--- src/rtl/mc_pkg.sv ---
// Shared types and defaults for the memory access controller.
//   mc_state_e     : sequencer state encoding
//   DATA_W_DEF     : default MDR / memory data width
//   ADDR_W_DEF     : default MAR address width
//   TIMEOUT_DEF    : default ACCESS timeout in cycles (0 = no timeout)
//   mc_cnt_width() : counter width able to hold 0..limit (at least 1 bit)
package mc_pkg;

  typedef enum logic [1:0] {
    ST_IDLE   = 2'd0,
    ST_ADDR   = 2'd1,
    ST_ACCESS = 2'd2,
    ST_RESP   = 2'd3
  } mc_state_e;

  localparam int DATA_W_DEF  = 16;
  localparam int ADDR_W_DEF  = 16;
  localparam int TIMEOUT_DEF = 8;

  function automatic int mc_cnt_width(input int limit);
    return (limit < 1) ? 1 : $clog2(limit + 1);
  endfunction

endpackage

--- src/rtl/mc_timeout_counter.sv ---
// Saturating ACCESS-phase cycle counter with an expiry flag.
//   clk_i     : clock, rising edge
//   rst_i     : synchronous active-high reset
//   clr_i     : clear count to zero (wins over en_i)
//   en_i      : count this cycle
//   expired_o : count has reached LIMIT-1 (never set when LIMIT == 0)
module mc_timeout_counter
  import mc_pkg::*;
#(
  parameter int LIMIT = TIMEOUT_DEF,
  parameter int CNT_W = mc_cnt_width(LIMIT)
) (
  input  logic clk_i,
  input  logic rst_i,
  input  logic clr_i,
  input  logic en_i,
  output logic expired_o
);

  logic [CNT_W-1:0] cnt_q, cnt_d;

  // Hold at all-ones instead of wrapping so a stuck access can never
  // re-arm the expiry compare.
  always_comb begin
    cnt_d = cnt_q;
    if (clr_i)                   cnt_d = '0;
    else if (en_i && ~&cnt_q)    cnt_d = cnt_q + 1'b1;
  end

  always_ff @(posedge clk_i) begin
    if (rst_i) cnt_q <= '0;
    else       cnt_q <= cnt_d;
  end

  generate
    if (LIMIT > 0) begin : g_lim
      assign expired_o = (cnt_q == CNT_W'(LIMIT - 1));
    end else begin : g_nolim
      assign expired_o = 1'b0;
    end
  endgenerate

endmodule

--- src/rtl/mem_access_ctrl.sv ---
// MAR/MDR/memory access sequencer. Takes one request at a time, strobes
// MAR (and MDR for writes), holds the memory enable until ready or
// timeout, then issues a single-cycle response.
//   MC_clock / MC_reset         : clock, synchronous active-high reset
//   MC_req_*                    : request handshake and fields
//   MC_mar_* / MC_mdr_*         : MAR/MDR load strobes, data, bus drive
//   MC_mem_*                    : memory enable/write enable, ready, rdata
//   MC_resp_*                   : response pulse, read data, error flag
//   MC_busy                     : sequencer not idle
module mem_access_ctrl
  import mc_pkg::*;
#(
  parameter int DATA_W         = DATA_W_DEF,
  parameter int ADDR_W         = ADDR_W_DEF,
  parameter int TIMEOUT_CYCLES = TIMEOUT_DEF
) (
  input  logic              MC_clock,
  input  logic              MC_reset,
  input  logic              MC_req_valid,
  output logic              MC_req_ready,
  input  logic              MC_req_write,
  input  logic [ADDR_W-1:0] MC_req_addr,
  input  logic [DATA_W-1:0] MC_req_wdata,
  output logic              MC_mar_load,
  output logic [ADDR_W-1:0] MC_mar_addr,
  output logic              MC_mdr_load,
  output logic [DATA_W-1:0] MC_mdr_wdata,
  output logic              MC_mdr_bus_out_en,
  output logic              MC_mem_en,
  output logic              MC_mem_we,
  input  logic              MC_mem_ready,
  input  logic [DATA_W-1:0] MC_mem_rdata,
  output logic              MC_resp_valid,
  output logic [DATA_W-1:0] MC_resp_rdata,
  output logic              MC_resp_error,
  output logic              MC_busy
);

  mc_state_e         state_q;
  logic [ADDR_W-1:0] addr_q;
  logic [DATA_W-1:0] wdata_q;
  logic              write_q;
  logic [DATA_W-1:0] rdata_q;
  logic              error_q;
  logic              expired;

  mc_timeout_counter #(.LIMIT(TIMEOUT_CYCLES)) u_tmo (
    .clk_i     (MC_clock),
    .rst_i     (MC_reset),
    .clr_i     (state_q == ST_ADDR),
    .en_i      (state_q == ST_ACCESS),
    .expired_o (expired)
  );

  always_ff @(posedge MC_clock) begin
    if (MC_reset) begin
      state_q <= ST_IDLE;
      addr_q  <= '0;
      wdata_q <= '0;
      write_q <= 1'b0;
      rdata_q <= '0;
      error_q <= 1'b0;
    end else begin
      case (state_q)
        ST_IDLE: begin
          // ready is implied here: IDLE and not in reset
          if (MC_req_valid) begin
            addr_q  <= MC_req_addr;
            wdata_q <= MC_req_wdata;
            write_q <= MC_req_write;
            state_q <= ST_ADDR;
          end
        end
        ST_ADDR: state_q <= ST_ACCESS;
        ST_ACCESS: begin
          // ready beats a simultaneous timeout
          if (MC_mem_ready) begin
            if (!write_q) rdata_q <= MC_mem_rdata;
            error_q <= 1'b0;
            state_q <= ST_RESP;
          end else if (expired) begin
            rdata_q <= '0;
            error_q <= 1'b1;
            state_q <= ST_RESP;
          end
        end
        ST_RESP: state_q <= ST_IDLE;
        default: state_q <= ST_IDLE;
      endcase
    end
  end

  // ready is gated by reset so it stays low for the whole reset window
  assign MC_req_ready      = ~MC_reset & (state_q == ST_IDLE);
  assign MC_mar_load       = (state_q == ST_ADDR);
  assign MC_mar_addr       = addr_q;
  assign MC_mdr_load       = (state_q == ST_ADDR) & write_q;
  assign MC_mdr_wdata      = wdata_q;
  assign MC_mem_en         = (state_q == ST_ACCESS);
  assign MC_mem_we         = (state_q == ST_ACCESS) & write_q;
  assign MC_resp_valid     = (state_q == ST_RESP);
  assign MC_mdr_bus_out_en = (state_q == ST_RESP) & ~write_q & ~error_q;
  assign MC_resp_rdata     = rdata_q;
  assign MC_resp_error     = error_q;
  assign MC_busy           = (state_q != ST_IDLE);

endmodule

--- config.mk ---
export PLATFORM = sky130hd
export DESIGN_NAME = mem_access_ctrl
export DESIGN_NICKNAME = d
export VERILOG_FILES = /design/src/rtl/mc_pkg.sv /design/src/rtl/mc_timeout_counter.sv /design/src/rtl/mem_access_ctrl.sv
export SDC_FILE = /design/constraint.sdc
export NUM_CORES = 1
export LEC_CHECK = 0
export ABC_AREA = 1
export CELL_PAD_IN_SITES_DETAIL_PLACEMENT = 1
export CELL_PAD_IN_SITES_GLOBAL_PLACEMENT = 1
export CORE_MARGIN = 3
export CORE_UTILIZATION = 28
export CTS_CLUSTER_DIAMETER = 40
export CTS_CLUSTER_SIZE = 8
export DETAILED_ROUTE_END_ITERATION = 8
export PLACE_DENSITY = 0.86
export SLEW_MARGIN = 0
export SYNTH_ARGS = -nofsm -noshare
export SYNTH_HDL_FRONTEND = slang
export SYNTH_HIERARCHICAL = 1
export SYNTH_SLANG_ARGS = --single-unit
export TNS_END_PERCENT = 30
--- constraint.sdc ---
create_clock -name MC_clock -period 1.98 [get_ports MC_clock]
set_clock_uncertainty 0.1 [all_clocks]
set_input_delay 0.297 -clock MC_clock [delete_from_list [all_inputs] [get_ports MC_clock]]
set_output_delay 0.297 -clock MC_clock [all_outputs]
set_load 0.01 [all_outputs]
==> impl_metrics.env <==
export IMPL_syn_inst=349
export IMPL_async_reset_ff_share_pct=0
export IMPL_rsz0062_at_grt="false"
export IMPL_ys_seq_elements=56
export IMPL_avgViaCountPerCell=4.488
export IMPL_cp_max_fo=3
export IMPL_grt_max_degree=21
export IMPL_cap_viol_max_count=0
export IMPL_cts_tree="built"
export IMPL_die_x_um=99.92
export IMPL_yosysTopAreaCellShare_pct=45.39
export IMPL_path_cells="ha_1 -> clkdlybuf4s50_1"
export IMPL_end_kind="primary output"
export IMPL_grt_pass1_vias=2607
export IMPL_cts_buffers=5
export IMPL_first_pass_iters=4
export IMPL_syn_area_per_cell_sq_um=7.077
export IMPL_synth_ff_type="dfxtp_1"
export IMPL_min_period_ns=1.869
export IMPL_diodes=0
export IMPL_hold_class="flop to flop"
export IMPL_finalCritPeriodShare_pct=94.37
export IMPL_slew_headroom_pct=83.44
export IMPL_cts_root_buf="clkbuf_8"
export IMPL_worst_slew_pin_slew_ns=0.2480
export IMPL_syn_cell_area_sq_um=2470
export IMPL_cpLargestDelayFamily="buffers and inverters"
export IMPL_dpl_cell_area_sq_um=3669
export IMPL_synth_area_leaders="dfxtp_1, nor2_1, nand2_1, o21ai_0, inv_1"
export IMPL_place_gp_congestion=0.6948
export IMPL_outcome="finished clean"
export IMPL_drt_iter0_markers=34
export IMPL_die_area_sq_um=9984
export IMPL_power_leakage_uw=0.001669
export IMPL_htree_levels=2
export IMPL_fmax_mhz=535.2
export IMPL_core_sq_um=8382
export IMPL_finalHoldViolCount=0
export IMPL_yosysUniqueCellTypes=22
export IMPL_p_total_uw=4181
export IMPL_overflow=0
export IMPL_required_ns=1.58
export IMPL_ys_warn_count=6
export IMPL_clockBufferDepth=2
export IMPL_worstSkewPairLatency_ns=0.30
export IMPL_path_class="flop to primary output"
export IMPL_path_clk_slew_ns=0.10
export IMPL_slowest_delay_ns=0.55
export IMPL_synth_top_area_cell="dfxtp_1"
export IMPL_yosysMostFrequentCell="nor2_1"
export IMPL_synthesis_nets=407
export IMPL_setup_tns_ns=0
export IMPL_start_util_pct=29.47
export IMPL_hpwl_um=5787
export IMPL_powerDensity_nw_per_um2=1102
export IMPL_final_area_sq_um=3792
export IMPL_finalSetupViolCount=0
export IMPL_dieHeight_um=99.92
export IMPL_rows=33
export IMPL_area_growth_pct=53.55
export IMPL_utilization_pct=45.25
export IMPL_synth_common_cells="nor2_1, dfxtp_1, nand2_1, inv_1, o21ai_0"
export IMPL_crit_buf_inv=1
export IMPL_post_cts_repair_setup_buffers=0
export IMPL_cts_sinks=56
export IMPL_ys_seq_area_share_pct=45.39
export IMPL_antenna_left=0
export IMPL_holdWs_ns=0.3919
export IMPL_drv_slew=0
export IMPL_slowest_stage="clkdlybuf4s50_1"
export IMPL_grt_pass1_wl_um=12280
export IMPL_num_nets_final=517
export IMPL_wirelength_um=7544
export IMPL_startpoint_type="flop"
export IMPL_drive_gt1_share_pct=9.130
export IMPL_vias=2536
export IMPL_ioPinCount=110
export IMPL_irDropWorstVdd_v=0.0004382
export IMPL_grt_usage_pct=14.95
export IMPL_antenna_found_initial=0
export IMPL_synth_edf_count=0
export IMPL_wl_per_cell_um=13.35
export IMPL_worstPathArrival_ns=1.47
export IMPL_portBuffers=109
export IMPL_drc=0
layout make-up:
type | count | area (sq um)
Fill cell | 1058 | 4589
Timing Repair Buffer | 121 | 1181
Sequential cell | 56 | 1122
Multi-Input combinational cell | 230 | 1096
Inverter | 45 | 171.4
Tap cell | 105 | 131.4
Clock buffer | 8 | 90.09
stage by stage:
stage	worst slack, ns	std cells
floorplan	0.3262	349
global route	0.02157	565
CTS	-0.09998	564
global placement	0.1355	556
detailed placement	0.1203	556
finish	0.1114	565
registers in the layout, summed over array words and instances (netlist names):
| register | count |
|---|---|
| MC_resp_rdata | 16 |
| state_q | 2 |
| MC_resp_error | 1 |
| MC_mar_addr | 16 |
| MC_mdr_wdata | 16 |
| write_q | 1 |
| u_tmo/cnt_q | 4 |
report_power, final:
group	internal [uW]	total (uW)	switching, uW
clock network	287	659	372
logic	948	1920	967
registers	1420	1610	183
cells in the final DEF, fill, tap and decap left out:
master,n
o21ai_1,1
ha_4,1
nand3_1,4
nand4_1,13
nand2_8,1
ha_2,1
dlygate4sd2_1,4
inv_4,1
nor3b_1,1
nand2_1,53
o21ai_0,34
dlymetal6s2s_1,2
nor2_4,1
clkbuf_8,6
a21oi_1,4
nor2_1,98
inv_1,41
buf_4,12
clkbuf_1,2
nand3_4,2
inv_2,3
dfxtp_2,1
nand2_2,13
ha_1,3
dfxtp_1,55
clkdlybuf4s50_1,103
repair_timing:
action / 4_1_cts / 5_1_grt
gates resized for setup: 7 / 5
setup endpoints to repair: 7 / 20
endpoints found under the hold margin: 0 / 0
gates cloned: 0 / 1
hold buffers: 0 / 0
routing by layer:
layer	global-route usage, %	share of wire (%)
met4	2.521	0.25
met5	0	0
met1	17.56	42
met2	25.96	48
met3	6.046	9.2
logic make-up (layout without fill, tap and decap cells):
logic type      count (synthesis)  count (layout)  share of synthesized area, %
buf+inv                        64             174                         11.55
flops                          56              56                         45.39
simple gates                  185             186                         32.62
fa+ha+maj                       5               5                         2.533
compound gates                 39              39                         7.902
worst paths after layout:
path	start	end	slack [ns]	depth (start not counted)
max reg2reg	u_tmo/cnt_q[0]$_SDFFE_PP0P_	MC_resp_rdata[3]$_SDFFE_PP0P_	0.25	9
max	state_q[0]$_SDFFE_PP0P_	MC_resp_valid	0.11	2
min	MC_mdr_wdata[15]$_SDFFE_PP0P_	MC_mdr_wdata[15]$_SDFFE_PP0P_	0.39	2
min reg2reg	MC_mdr_wdata[15]$_SDFFE_PP0P_	MC_mdr_wdata[15]$_SDFFE_PP0P_	0.39	2
worst register-to-register path: cells and delay by family, from the launching register on:
| family | cells | cell delay, ns |
|---|---|---|
| fa+ha+maj | 1 | 0.22 |
| buf+inv | 2 | 0.16 |
| flops | 1 | 0.44 |
| simple gates | 6 | 0.75 |
(Power assumes the default switching activity.)
==> variant (same flow settings) <==
Set the package constant `ADDR_W_DEF` to 17 (it was 16).
--- a/src/rtl/mc_pkg.sv
+++ b/src/rtl/mc_pkg.sv
@@ -15,5 +15,5 @@
 
   localparam int DATA_W_DEF  = 16;
-  localparam int ADDR_W_DEF  = 16;
+  localparam int ADDR_W_DEF  = 17;
   localparam int TIMEOUT_DEF = 8;
 
Interface: changed (resized MC_mar_addr and MC_req_addr); port bits go from 110 to 112. The function was not compared with the original's and may differ.
==> variant against the original RTL <==
  * Worst setup slack lost 13 ps
  * Final cell count increased by 2.1%
  * Critical path type unchanged
  * Routed wire length fell by 1.6%
  * Critical path depth did not move
  * Sequential cell count up 1
  * Power grew 18%
  * Area after synthesis fell by 0.76%
  * First-iteration DRC count increased by 12%
  * Register-to-register slack got worse by 90 ps
  * Final area grew 4.6%
==> variant: results (changes against the original RTL) <==
| Metric | Value |
|---|---|
| Layout cells sized above 1 | 0.08263 (-0.008677) |
| Hold path start | MC_mdr_wdata[0] |
| Min-Delay Endpoint | MC_mdr_wdata[0] |
| Status | finished clean |
| FF-to-FF setup slack | 160 ps (-90 ps) |
| Compound-cell area share of the yosys netlist | 0.08167 (+0.002647) |
| CTS H-tree depth | 3 (+1) |
| Synth top cells by count | nor2_1 (98), nand2_1 (63), dfxtp_1 (57), inv_1 (42), o21ai_0 (35) |
| Count of cell types in the netlist | 20 (-9.1%) |
| DR WL/cell | 12.86 µm (-3.7%) |
| Clock transition at the registers of the reported paths | 70 ps (-30 ps) |
| CP Data Arrival Time | roughly 1500 ps |
| Detailed router's first-iteration violation count | 38 (+12%) |
| Post-DP HPWL | 5497 µm (-5.0%) |
| Worst hold margin | 383.9 ps (-7.957 ps) |
| Adder-Cell Fraction of Synth Area | 0.02552 (+0.0001939) |
| Max_slew headroom | 0.8105 (-0.02394) |
| Switching Fraction | 0.3232 (-0.04086) |
| Worst R2R End | MC_resp_rdata[11] |
| Total CTS buffers | 9 (+4) |
| Fill count | 1037 (-2.0%) |
| Top cells by area, synth | dfxtp_1 (47%), nor2_1 (15%), nand2_1 (9.6%) |
| Largest net degree at the start of global routing | 29 (+38%) |
| Layout net count | 526 (+1.7%) |
| WL met1 | 3161 µm (-1.1%) |
| Met1 Usage GRT | 0.1789 (+0.003297) |
| Syn Nets | 411 (+0.98%) |
| Max Clk Rate | 0.5315 GHz (-0.68%) |
| Via count | 2573 (+1.5%) |
| Latest clock arrival within the worst-skew pair | 320 ps (+20 ps) |
| Met3 routed WL | 730 µm (+5.5%) |
| Register area share after synthesis | 0.4655 (+0.01164) |
| IO Port Bufs | 111 (+1.8%) |
| Worst R2R Start | u_tmo/cnt_q[0] |
| Number of global-route vias before repair | 2668 (+2.3%) |
| GP Congestion | 0.6760 (-2.7%) |
| First-pass GRT wire length | 12390 µm (+0.95%) |
[variant: per-stage QoR]
step,cell area (µm²),power (W),cells
after floorplan,2451,0.002601,352
after global placement,3675,0.003502,560
after CTS,3940,0.005009,576
final,3965,0.004930,577
after global routing,3965,0.005313,577
after detailed placement,3675,0.003578,560
[variant: area by class of cell]
| class | count | area share |
|---|---|---|
| well taps | 105 | 0.03313 |
| flip-flops and latches | 57 | 0.2878 |
| multi-input cells | 233 | 0.2711 |
| inverters | 45 | 0.04260 |
| clock buffers | 12 | 0.04165 |
| clock inverters | 4 | 0.02461 |
| repair buffers | 121 | 0.2991 |
[variant: cell families (layout without fill, tap and decap cells)]
group | count (synthesis) | in the layout
AOI/OAI and AO/OA | 40 | 40
DFF | 57 | 57
buffers and inverters | 63 | 182
and+or+nand+nor | 187 | 188
adders and majority gates | 5 | 5
